### src/rtl/riscv_pkg.sv
// rtl/riscv_pkg.sv - shared RV32I core types: ALU opcodes, operand-A select, ID/EX register image
package riscv_pkg;

  localparam int XLEN = 32;
  localparam int REGW = 5;

  localparam logic [3:0] ALU_ADD  = 4'b0000;
  localparam logic [3:0] ALU_SUB  = 4'b0001;
  localparam logic [3:0] ALU_AND  = 4'b0010;
  localparam logic [3:0] ALU_OR   = 4'b0011;
  localparam logic [3:0] ALU_XOR  = 4'b0100;
  localparam logic [3:0] ALU_SLT  = 4'b0101;
  localparam logic [3:0] ALU_SLL  = 4'b0110;
  localparam logic [3:0] ALU_SRL  = 4'b0111;
  localparam logic [3:0] ALU_BLT  = 4'b1000;
  localparam logic [3:0] ALU_BGE  = 4'b1001;
  localparam logic [3:0] ALU_BLTU = 4'b1010;
  localparam logic [3:0] ALU_BGEU = 4'b1011;
  localparam logic [3:0] ALU_BEQ  = 4'b1100;
  localparam logic [3:0] ALU_BNE  = 4'b1101;
  localparam logic [3:0] ALU_SRA  = 4'b1110;
  localparam logic [3:0] ALU_SLTU = 4'b1111;

  typedef enum logic [1:0] {
    A_SEL_RS1  = 2'b00,
    A_SEL_PC   = 2'b01,
    A_SEL_ZERO = 2'b10,
    A_SEL_RSVD = 2'b11
  } a_sel_e;

  typedef struct packed {
    logic             valid;
    logic             reg_write;
    logic             mem_read;
    logic             mem_write;
    logic             branch;
    logic             jump;
    logic [XLEN-1:0]  pc;
    logic [REGW-1:0]  rs1;
    logic [REGW-1:0]  rs2;
    logic [REGW-1:0]  rd;
    logic [XLEN-1:0]  rs1_data;
    logic [XLEN-1:0]  rs2_data;
    logic [XLEN-1:0]  imm;
    logic [3:0]       alu_ctrl;
    a_sel_e           a_sel;
    logic             b_imm;
  } id_ex_regs_t;

  // A bubble is an all-zero image: invalid, no side effects, rd=x0, ALU op ADD.
  function automatic id_ex_regs_t id_ex_bubble();
    return '0;
  endfunction

endpackage

### src/rtl/fwd_unit.sv
// rtl/fwd_unit.sv - combinational operand forwarding select for one source register
module fwd_unit
  import riscv_pkg::*;
(
  input  logic [REGW-1:0] rs,
  input  logic [XLEN-1:0] rs_data,
  input  logic [REGW-1:0] exmem_rd,
  input  logic            exmem_reg_write,
  input  logic [XLEN-1:0] exmem_result,
  input  logic [REGW-1:0] memwb_rd,
  input  logic            memwb_reg_write,
  input  logic [XLEN-1:0] memwb_result,
  output logic [XLEN-1:0] fwd_data
);

  logic hit_exmem;
  logic hit_memwb;

  // x0 is hardwired to zero, so a write aimed at it must never be forwarded.
  assign hit_exmem = exmem_reg_write && (exmem_rd != '0) && (exmem_rd == rs);
  assign hit_memwb = memwb_reg_write && (memwb_rd != '0) && (memwb_rd == rs);

  always_comb begin
    fwd_data = rs_data;
    if (hit_exmem)
      fwd_data = exmem_result;
    else if (hit_memwb)
      fwd_data = memwb_result;
  end

endmodule

### src/rtl/id_ex_stage.sv
// rtl/id_ex_stage.sv - ID/EX pipeline register with operand forwarding and load-use bubbles
module id_ex_stage
  import riscv_pkg::*;
(
  input  logic        clk,
  input  logic        rst,
  input  logic        id_valid,
  input  logic [31:0] id_pc,
  input  logic [4:0]  id_rs1,
  input  logic [4:0]  id_rs2,
  input  logic [4:0]  id_rd,
  input  logic [31:0] id_rs1_data,
  input  logic [31:0] id_rs2_data,
  input  logic [31:0] id_imm,
  input  logic [3:0]  id_alu_ctrl,
  input  logic [1:0]  id_a_sel,
  input  logic        id_b_imm,
  input  logic        id_reg_write,
  input  logic        id_mem_read,
  input  logic        id_mem_write,
  input  logic        id_branch,
  input  logic        id_jump,
  input  logic        stall,
  input  logic        flush,
  input  logic [4:0]  exmem_rd,
  input  logic        exmem_reg_write,
  input  logic [31:0] exmem_result,
  input  logic [4:0]  memwb_rd,
  input  logic        memwb_reg_write,
  input  logic [31:0] memwb_result,
  output logic        ex_valid,
  output logic        ex_reg_write,
  output logic        ex_mem_read,
  output logic        ex_mem_write,
  output logic        ex_branch,
  output logic        ex_jump,
  output logic [31:0] ex_pc,
  output logic [4:0]  ex_rd,
  output logic [3:0]  ex_alu_ctrl,
  output logic [31:0] ex_alu_a,
  output logic [31:0] ex_alu_b,
  output logic [31:0] ex_store_data,
  output logic [31:0] ex_branch_target,
  output logic        load_use_stall
);

  id_ex_regs_t q;
  id_ex_regs_t id_fields;
  logic [31:0] fwd_rs1;
  logic [31:0] fwd_rs2;
  logic        hazard;

  always_comb begin
    id_fields           = '0;
    id_fields.valid     = id_valid;
    id_fields.reg_write = id_reg_write;
    id_fields.mem_read  = id_mem_read;
    id_fields.mem_write = id_mem_write;
    id_fields.branch    = id_branch;
    id_fields.jump      = id_jump;
    id_fields.pc        = id_pc;
    id_fields.rs1       = id_rs1;
    id_fields.rs2       = id_rs2;
    id_fields.rd        = id_rd;
    id_fields.rs1_data  = id_rs1_data;
    id_fields.rs2_data  = id_rs2_data;
    id_fields.imm       = id_imm;
    id_fields.alu_ctrl  = id_alu_ctrl;
    id_fields.a_sel     = a_sel_e'(id_a_sel);
    id_fields.b_imm     = id_b_imm;
  end

  // A load in EX cannot forward in time to a dependent ID instruction.
  assign hazard = q.valid && q.mem_read && (q.rd != '0) && id_valid &&
                  ((id_rs1 == q.rd) || (id_rs2 == q.rd));
  assign load_use_stall = hazard && !stall && !flush;

  fwd_unit u_fwd_rs1 (
    .rs              (q.rs1),
    .rs_data         (q.rs1_data),
    .exmem_rd        (exmem_rd),
    .exmem_reg_write (exmem_reg_write),
    .exmem_result    (exmem_result),
    .memwb_rd        (memwb_rd),
    .memwb_reg_write (memwb_reg_write),
    .memwb_result    (memwb_result),
    .fwd_data        (fwd_rs1)
  );

  fwd_unit u_fwd_rs2 (
    .rs              (q.rs2),
    .rs_data         (q.rs2_data),
    .exmem_rd        (exmem_rd),
    .exmem_reg_write (exmem_reg_write),
    .exmem_result    (exmem_result),
    .memwb_rd        (memwb_rd),
    .memwb_reg_write (memwb_reg_write),
    .memwb_result    (memwb_result),
    .fwd_data        (fwd_rs2)
  );

  // While held, operand data keeps absorbing forwarded results so a value
  // retiring from MEM/WB during the stall is not lost.
  always_ff @(posedge clk or posedge rst) begin
    if (rst) begin
      q <= '0;
    end else if (flush) begin
      q <= id_ex_bubble();
    end else if (stall) begin
      q.rs1_data <= fwd_rs1;
      q.rs2_data <= fwd_rs2;
    end else if (load_use_stall) begin
      q <= id_ex_bubble();
    end else begin
      q <= id_fields;
    end
  end

  always_comb begin
    ex_alu_a = fwd_rs1;
    case (q.a_sel)
      A_SEL_PC:   ex_alu_a = q.pc;
      A_SEL_ZERO: ex_alu_a = '0;
      default:    ex_alu_a = fwd_rs1;
    endcase
  end

  assign ex_alu_b         = q.b_imm ? q.imm : fwd_rs2;
  assign ex_store_data    = fwd_rs2;
  assign ex_branch_target = q.pc + q.imm;

  assign ex_valid     = q.valid;
  assign ex_reg_write = q.reg_write;
  assign ex_mem_read  = q.mem_read;
  assign ex_mem_write = q.mem_write;
  assign ex_branch    = q.branch;
  assign ex_jump      = q.jump;
  assign ex_pc        = q.pc;
  assign ex_rd        = q.rd;
  assign ex_alu_ctrl  = q.alu_ctrl;

endmodule

### config.mk
export PLATFORM = sky130hd
export DESIGN_NAME = id_ex_stage
export DESIGN_NICKNAME = d
export VERILOG_FILES = /design/src/rtl/riscv_pkg.sv /design/src/rtl/fwd_unit.sv /design/src/rtl/id_ex_stage.sv
export SDC_FILE = /design/constraint.sdc
export NUM_CORES = 1
export LEC_CHECK = 0
export BUFFER_PORTS_ARGS = -buffer_cell sky130_fd_sc_hd__buf_4
export CELL_PAD_IN_SITES_DETAIL_PLACEMENT = 0
export CELL_PAD_IN_SITES_GLOBAL_PLACEMENT = 1
export CORE_ASPECT_RATIO = 0.7
export CORE_UTILIZATION = 38
export CTS_BUF_LIST = sky130_fd_sc_hd__clkbuf_4
export CTS_CLUSTER_DIAMETER = 50
export DETAILED_ROUTE_END_ITERATION = 16
export PLACE_DENSITY_LB_ADDON = 0.1
export SYNTH_ARGS = -nofsm -noshare
export SYNTH_HDL_FRONTEND = slang
export SYNTH_HIERARCHICAL = 1
export SYNTH_SLANG_ARGS = --single-unit
### constraint.sdc
create_clock -name clk -period 5.85 [get_ports clk]
set_input_delay 1.17 -clock clk [delete_from_list [all_inputs] [get_ports clk]]
set_output_delay 1.17 -clock clk [all_outputs]
set_load 0.01 [all_outputs]
Word-level counts from Yosys, hierarchy flattened
Index checks and enable logic that the tools add are counted.
- output and inout port bits: 176
- register bits after elaboration: 156
- word-level logic and storage cells: 55
- add/sub/neg operators: 1
- eq/ne operators: 9
- reduce and logical (&&, ||, !) cells: 18
- multiplexer cells: 11
- operators with widths (kind ; count):
    156-bit 2-to-1 mux ; 2
    32-bit 2-to-1 mux ; 5
    64-bit 2-to-1 mux ; 1
    32-bit one-hot mux with 2 select lines ; 1
    53-bit 2-to-1 mux ; 1
    39-bit 2-to-1 mux ; 1
    32-bit adder ; 1
    5-bit equality test ; 6
    5-bit nonzero test ; 3
    1-bit logical AND ; 12
    2-bit by 1-bit equality test with 1-bit output (second input constant) ; 1
    2-bit equality test (second input constant) ; 1
    1-bit zero test ; 2
    2-bit by 1-bit inequality test with 1-bit output (second input constant) ; 1
    1-bit logical OR ; 1

Longest topological paths before layout
- depth after elaboration: 9
- mapped depth: 9

Hierarchy
The synthesis kept the hierarchy.
- by module, submodules not included (module ; seq. area each (um^2) ; area each (um^2) ; cells each ; times used):
    id_ex_stage ; 3903.7 ; 8538.2 ; 801 ; 1
    fwd_unit ; 0.0 ; 1167.4 ; 185 ; 2

Worst setup path before layout
OpenSTA, ideal clock, no wires.
- path type: input to output
- from: input exmem_rd[1]
- to: output ex_alu_b[10]
- setup slack: 1.974 ns
- required time: 4.680 ns
- arrival time: 2.706 ns
- stages: 7
- path buffers: 2
- cell sequence: or4_4 a21oi_4 or3_1 buf_4 buf_6 a31oi_1 mux2_2
- longest elaborated chain between the ends: 5
- elaborated cells between the ends (all ways): 6
- RTL lines (element ; RTL line ; text):
    from (decl) ; id_ex_stage.sv:25 ; input logic [4:0] exmem_rd,
    5-bit nonzero test ; fwd_unit.sv:20 ; assign hit_exmem = exmem_reg_write && (exmem_rd != '0) && (exmem_rd == rs);
    1-bit logical AND ; fwd_unit.sv:20 ;
    1-bit logical AND (*) ; fwd_unit.sv:20 ;
    32-bit 2-to-1 mux (*) ; fwd_unit.sv:25 ; if (hit_exmem)
    named net ex_store_data[10] ; id_ex_stage.sv:42 ; output logic [31:0] ex_store_data,
    32-bit 2-to-1 mux (*) ; id_ex_stage.sv:128 ; assign ex_alu_b = q.b_imm ? q.imm : fwd_rs2;
    to (decl) ; id_ex_stage.sv:41 ; output logic [31:0] ex_alu_b,
The timed path passes the listed nets; every way through them passes the cells marked *.

Worst setup path after layout
- from: input exmem_rd[1]
- to: output ex_alu_a[0]
- longest elaborated chain between the ends: 5
- elaborated cells between the ends (all ways): 6
- RTL lines (element ; RTL line ; text):
    5-bit nonzero test ; fwd_unit.sv:20 ;
    1-bit logical AND ; fwd_unit.sv:20 ;
    1-bit logical AND (*) ; fwd_unit.sv:20 ;
    32-bit 2-to-1 mux (*) ; fwd_unit.sv:25 ;
    named net fwd_rs1[0] ; id_ex_stage.sv:49 ; logic [31:0] fwd_rs1;
    32-bit one-hot mux with 2 select lines (*) ; id_ex_stage.sv:121 ; case (q.a_sel)
    to (decl) ; id_ex_stage.sv:40 ; output logic [31:0] ex_alu_a,
Marked as above.

==> metrics.yaml <==
cts_buffers: 17
crit_buf_inv: 2
fmax_mhz: 196
drt_iter0_markers: 1143
worstSkewPairLatency_ns: 0.62
post-route-min-period_ns: 5.11
met3_usage_pct: 6.05
grt_pass1_wl_mm: 70.4
skew_ns: 0.0280
cp_max_fo: 32
core_mm2: 0.0279
antenna_found_initial: 4
post_drt_via_cell_ratio: 6.31
drive_above_1_share_pct: 35.7
die_area_mm2: 0.0293
dpl_worst_slack_ns: 0.716
synth.avg_cell_area_um2: 9.29
grt_pass1_vias: 11069
routedWlPerCell_um: 26.3
setup_viol: 0
initial_core_util_pct: 38.9
cts_resized: 0
crit_arrival_ns: 3.94
rows: 51
post_cts_buffers: 0
p_clk_share_pct: 25.6
port_buffers: 411
tns_ns: 0
rr_worst_depth: 7
power.leakage_nw: 6.57
r2r_start: "ex_rd[2]$_DFFE_PP0P_"
fin_crit_sh_pct: 87.4
p_sw_share_pct: 36.7
p_comb_share_pct: 33.6
hold_buffers: 0
netlist_instances: 1171
p_switching_w: 0.00108
worstSetupPathType: "primary input to primary output"
cts.path.max_buffers: 2
yosysUniqueCellTypes: 63
start_kind: "primary input"
clkTransAtPathRegs_ns: 0.16
slew_viol_final: 0
setup_slack_ns: 0.737
grtUsageTotal_pct: 32.2
antenna_left: 0
worstPathCellList: "buf_4 -> or4_4 -> a21oi_4 -> or3_1 -> a31oi_1 -> nand2_1 -> o21ai_0 -> buf_4"
crit_path_start: "exmem_rd[1]"
ys_seq_area_share_pct: 35.9
use_met1_pct: 43.8
holdCritPathClass: "primary input to asynchronous set/reset pin"
power_w: 0.00294
irDropWorstVdd_uv: 121
gr-total-overflow: 0
slowest_stage: "or3_1"
drtPass1Iterations: 7
drc: 0
synth_fp_nets: 1440
drv_cap: 0
tritoncts: "done"
maxSlewHeadroom_pct: 11.1
crit_family: "simple AND/OR/NAND/NOR gates"
final-hold-violation-count: 0
htreeDepth: 4
end_kind: "primary output"
fillCellCount: 2752
clkSinkCount: 156
crit_path_max_incr_delay_ns: 1.01
vias: 11659
seq_power_share_pct: 40.8
worstReg2RegEnd: "q[49]$_DFF_PP0_"
yosysWarnings: 6
top_usage_layer: "met2"
place_congestion: 0.914
synthArstFlopShare_pct: 100
status: "completed"
syn_to_final_growth_pct: 29.9
ys_seq_elements: 156
die_h_um: 144
worst-endpoint-required_ns: 4.68
grtUsageMet2_pct: 51.1
tightest_slew_ns: 1.33
rsz0062_at_grt: "no"
synth_ff_type: "dfrtp_1"
synth-edff-count: 0
grt_max_degree: 155
die_w_um: 204
cts_root_buf: "clkbuf_4"
intPower_w: 0.00186
io_pins: 412
synth.cell_area_mm2: 0.0109
timing.reg2reg.setup_slack_ns: 2.04
post-dp-hpwl_mm: 35.7
cpMostUsedCell: "buf_4"
p_per_area_mw_per_mm2: 208
nets: 1731
path_depth: 8
wirelength_mm: 48.7
-- worst register-to-register path: cells and delay by family, from the launching register on --
family | cells | cell delay (ns)
flops | 1 | 0.52
compound gates | 1 | 0.30
simple gates | 4 | 1.25
buf+inv | 2 | 1.66
-- cells in the final DEF, fill, tap and decap left out, types with 5 or more instances in the layout --
cell and n:
nor3_1 7, a211oi_1 5, a31oi_1 68, nor2_1 12
o21ai_0 43, o31ai_1 66, mux2_2 32, a21oi_1 26
ha_1 31, nand2_1 95, buf_4 434, o211ai_1 5
nor4_1 67, nand3_1 8, xor2_1 14, nand4_1 69
a21o_1 18, xnor2_1 39, dfrtp_1 155, and3_1 8
a22o_1 157, and2_1 6, clkbuf_4 18, o21ai_1 7
-- synthesized netlist by cell type (5+ instances only) --
cell type,count,area share (%)
nor4_1,67,3.9
a211oi_1,5,0.35
nor3_1,7,0.32
a22o_1,157,13
a21o_1,18,1.2
and2_1,6,0.35
dfrtp_1,156,36
xor2_1,14,1.1
a31oi_1,68,3.9
buf_2,22,1.0
nor2_1,12,0.41
mux2_2,32,3.3
and3_1,8,0.46
clkbuf_1,78,2.7
buf_4,48,3.3
buf_1,8,0.28
nand2_1,95,3.3
nand4_1,69,4.0
o21ai_1,9,0.41
ha_1,32,3.7
buf_6,8,0.83
o31ai_1,66,4.6
o211ai_1,5,0.35
a21oi_1,26,1.2
xnor2_1,39,3.1
o21ai_0,43,2.0
nand3_1,12,0.55
-- layer usage --
layer | wire, um | share of wire (%)
met1 | 20900 | 43
met2 | 22100 | 45
met3 | 4080 | 8.4
met4 | 1560 | 3.2
met5 | 17 | 0.035
-- power by group through the flow --
| stage | combinational (W) | clock (W) | sequential, W |
|---|---|---|---|
| floorplan | 0.000520 | 0 | 0.00119 |
| global placement | 0.000980 | 0 | 0.00122 |
| detailed placement | 0.000980 | 0 | 0.00122 |
| CTS | 0.000984 | 0.000768 | 0.00120 |
| global route | 0.00105 | 0.000808 | 0.00121 |
| finish | 0.000989 | 0.000753 | 0.00120 |
-- worst max path at each step --
stage,slack (ns),end
3_3_place_gp,0.69,ex_alu_a[0]
5_1_grt,0.62,ex_alu_a[0]
6_report,0.74,ex_alu_a[0]
4_1_cts,0.72,ex_alu_a[0]
2_1_floorplan,0.47,ex_alu_ctrl[0]$_DFFE_PP0P_
3_5_place_dp,0.72,ex_alu_a[0]
-- flip-flops by register name, indices dropped and copies added (netlist names) --
| name | flops |
|---|---|
| q | 109 |
| ex_pc | 32 |
| ex_rd | 5 |
| ex_alu_ctrl | 4 |
| ex_branch | 1 |
| ex_jump | 1 |
| ex_mem_read | 1 |
| ex_mem_write | 1 |
| ex_reg_write | 1 |
| ex_valid | 1 |
-- logic make-up after synthesis --
kind of cell    share of synthesized area [%]
compound gates                           29.4
flops                                    35.9
fa+ha+maj                                3.87
xor+xnor                                 4.27
simple gates                             15.0
buf+inv                                  8.26
mux                                      3.31
-- final cells by class --
type | count | area (um^2) | area share, %
Antenna cell | 3 | 7.51 | 0.0531
Clock buffer | 18 | 135 | 0.956
Clock inverter | 14 | 169 | 1.20
Inverter | 4 | 20.0 | 0.142
Multi-Input combinational cell | 847 | 6130 | 43.4
Sequential cell | 156 | 3910 | 27.6
Tap cell | 371 | 464 | 3.29
Timing Repair Buffer | 436 | 3300 | 23.3
-- per-stage QoR --
stage	hold WS (ns)	area (um^2)	util [%]	cells
finish	0.385	14100	50.6	1849
global route	0.347	14100	50.6	1849
detailed placement	0.496	13800	49.4	1814
global placement	0.493	13800	49.4	1814
CTS	0.349	14100	50.5	1846
floorplan	0.473	10900	-	1171
(Power assumes the default switching activity.)
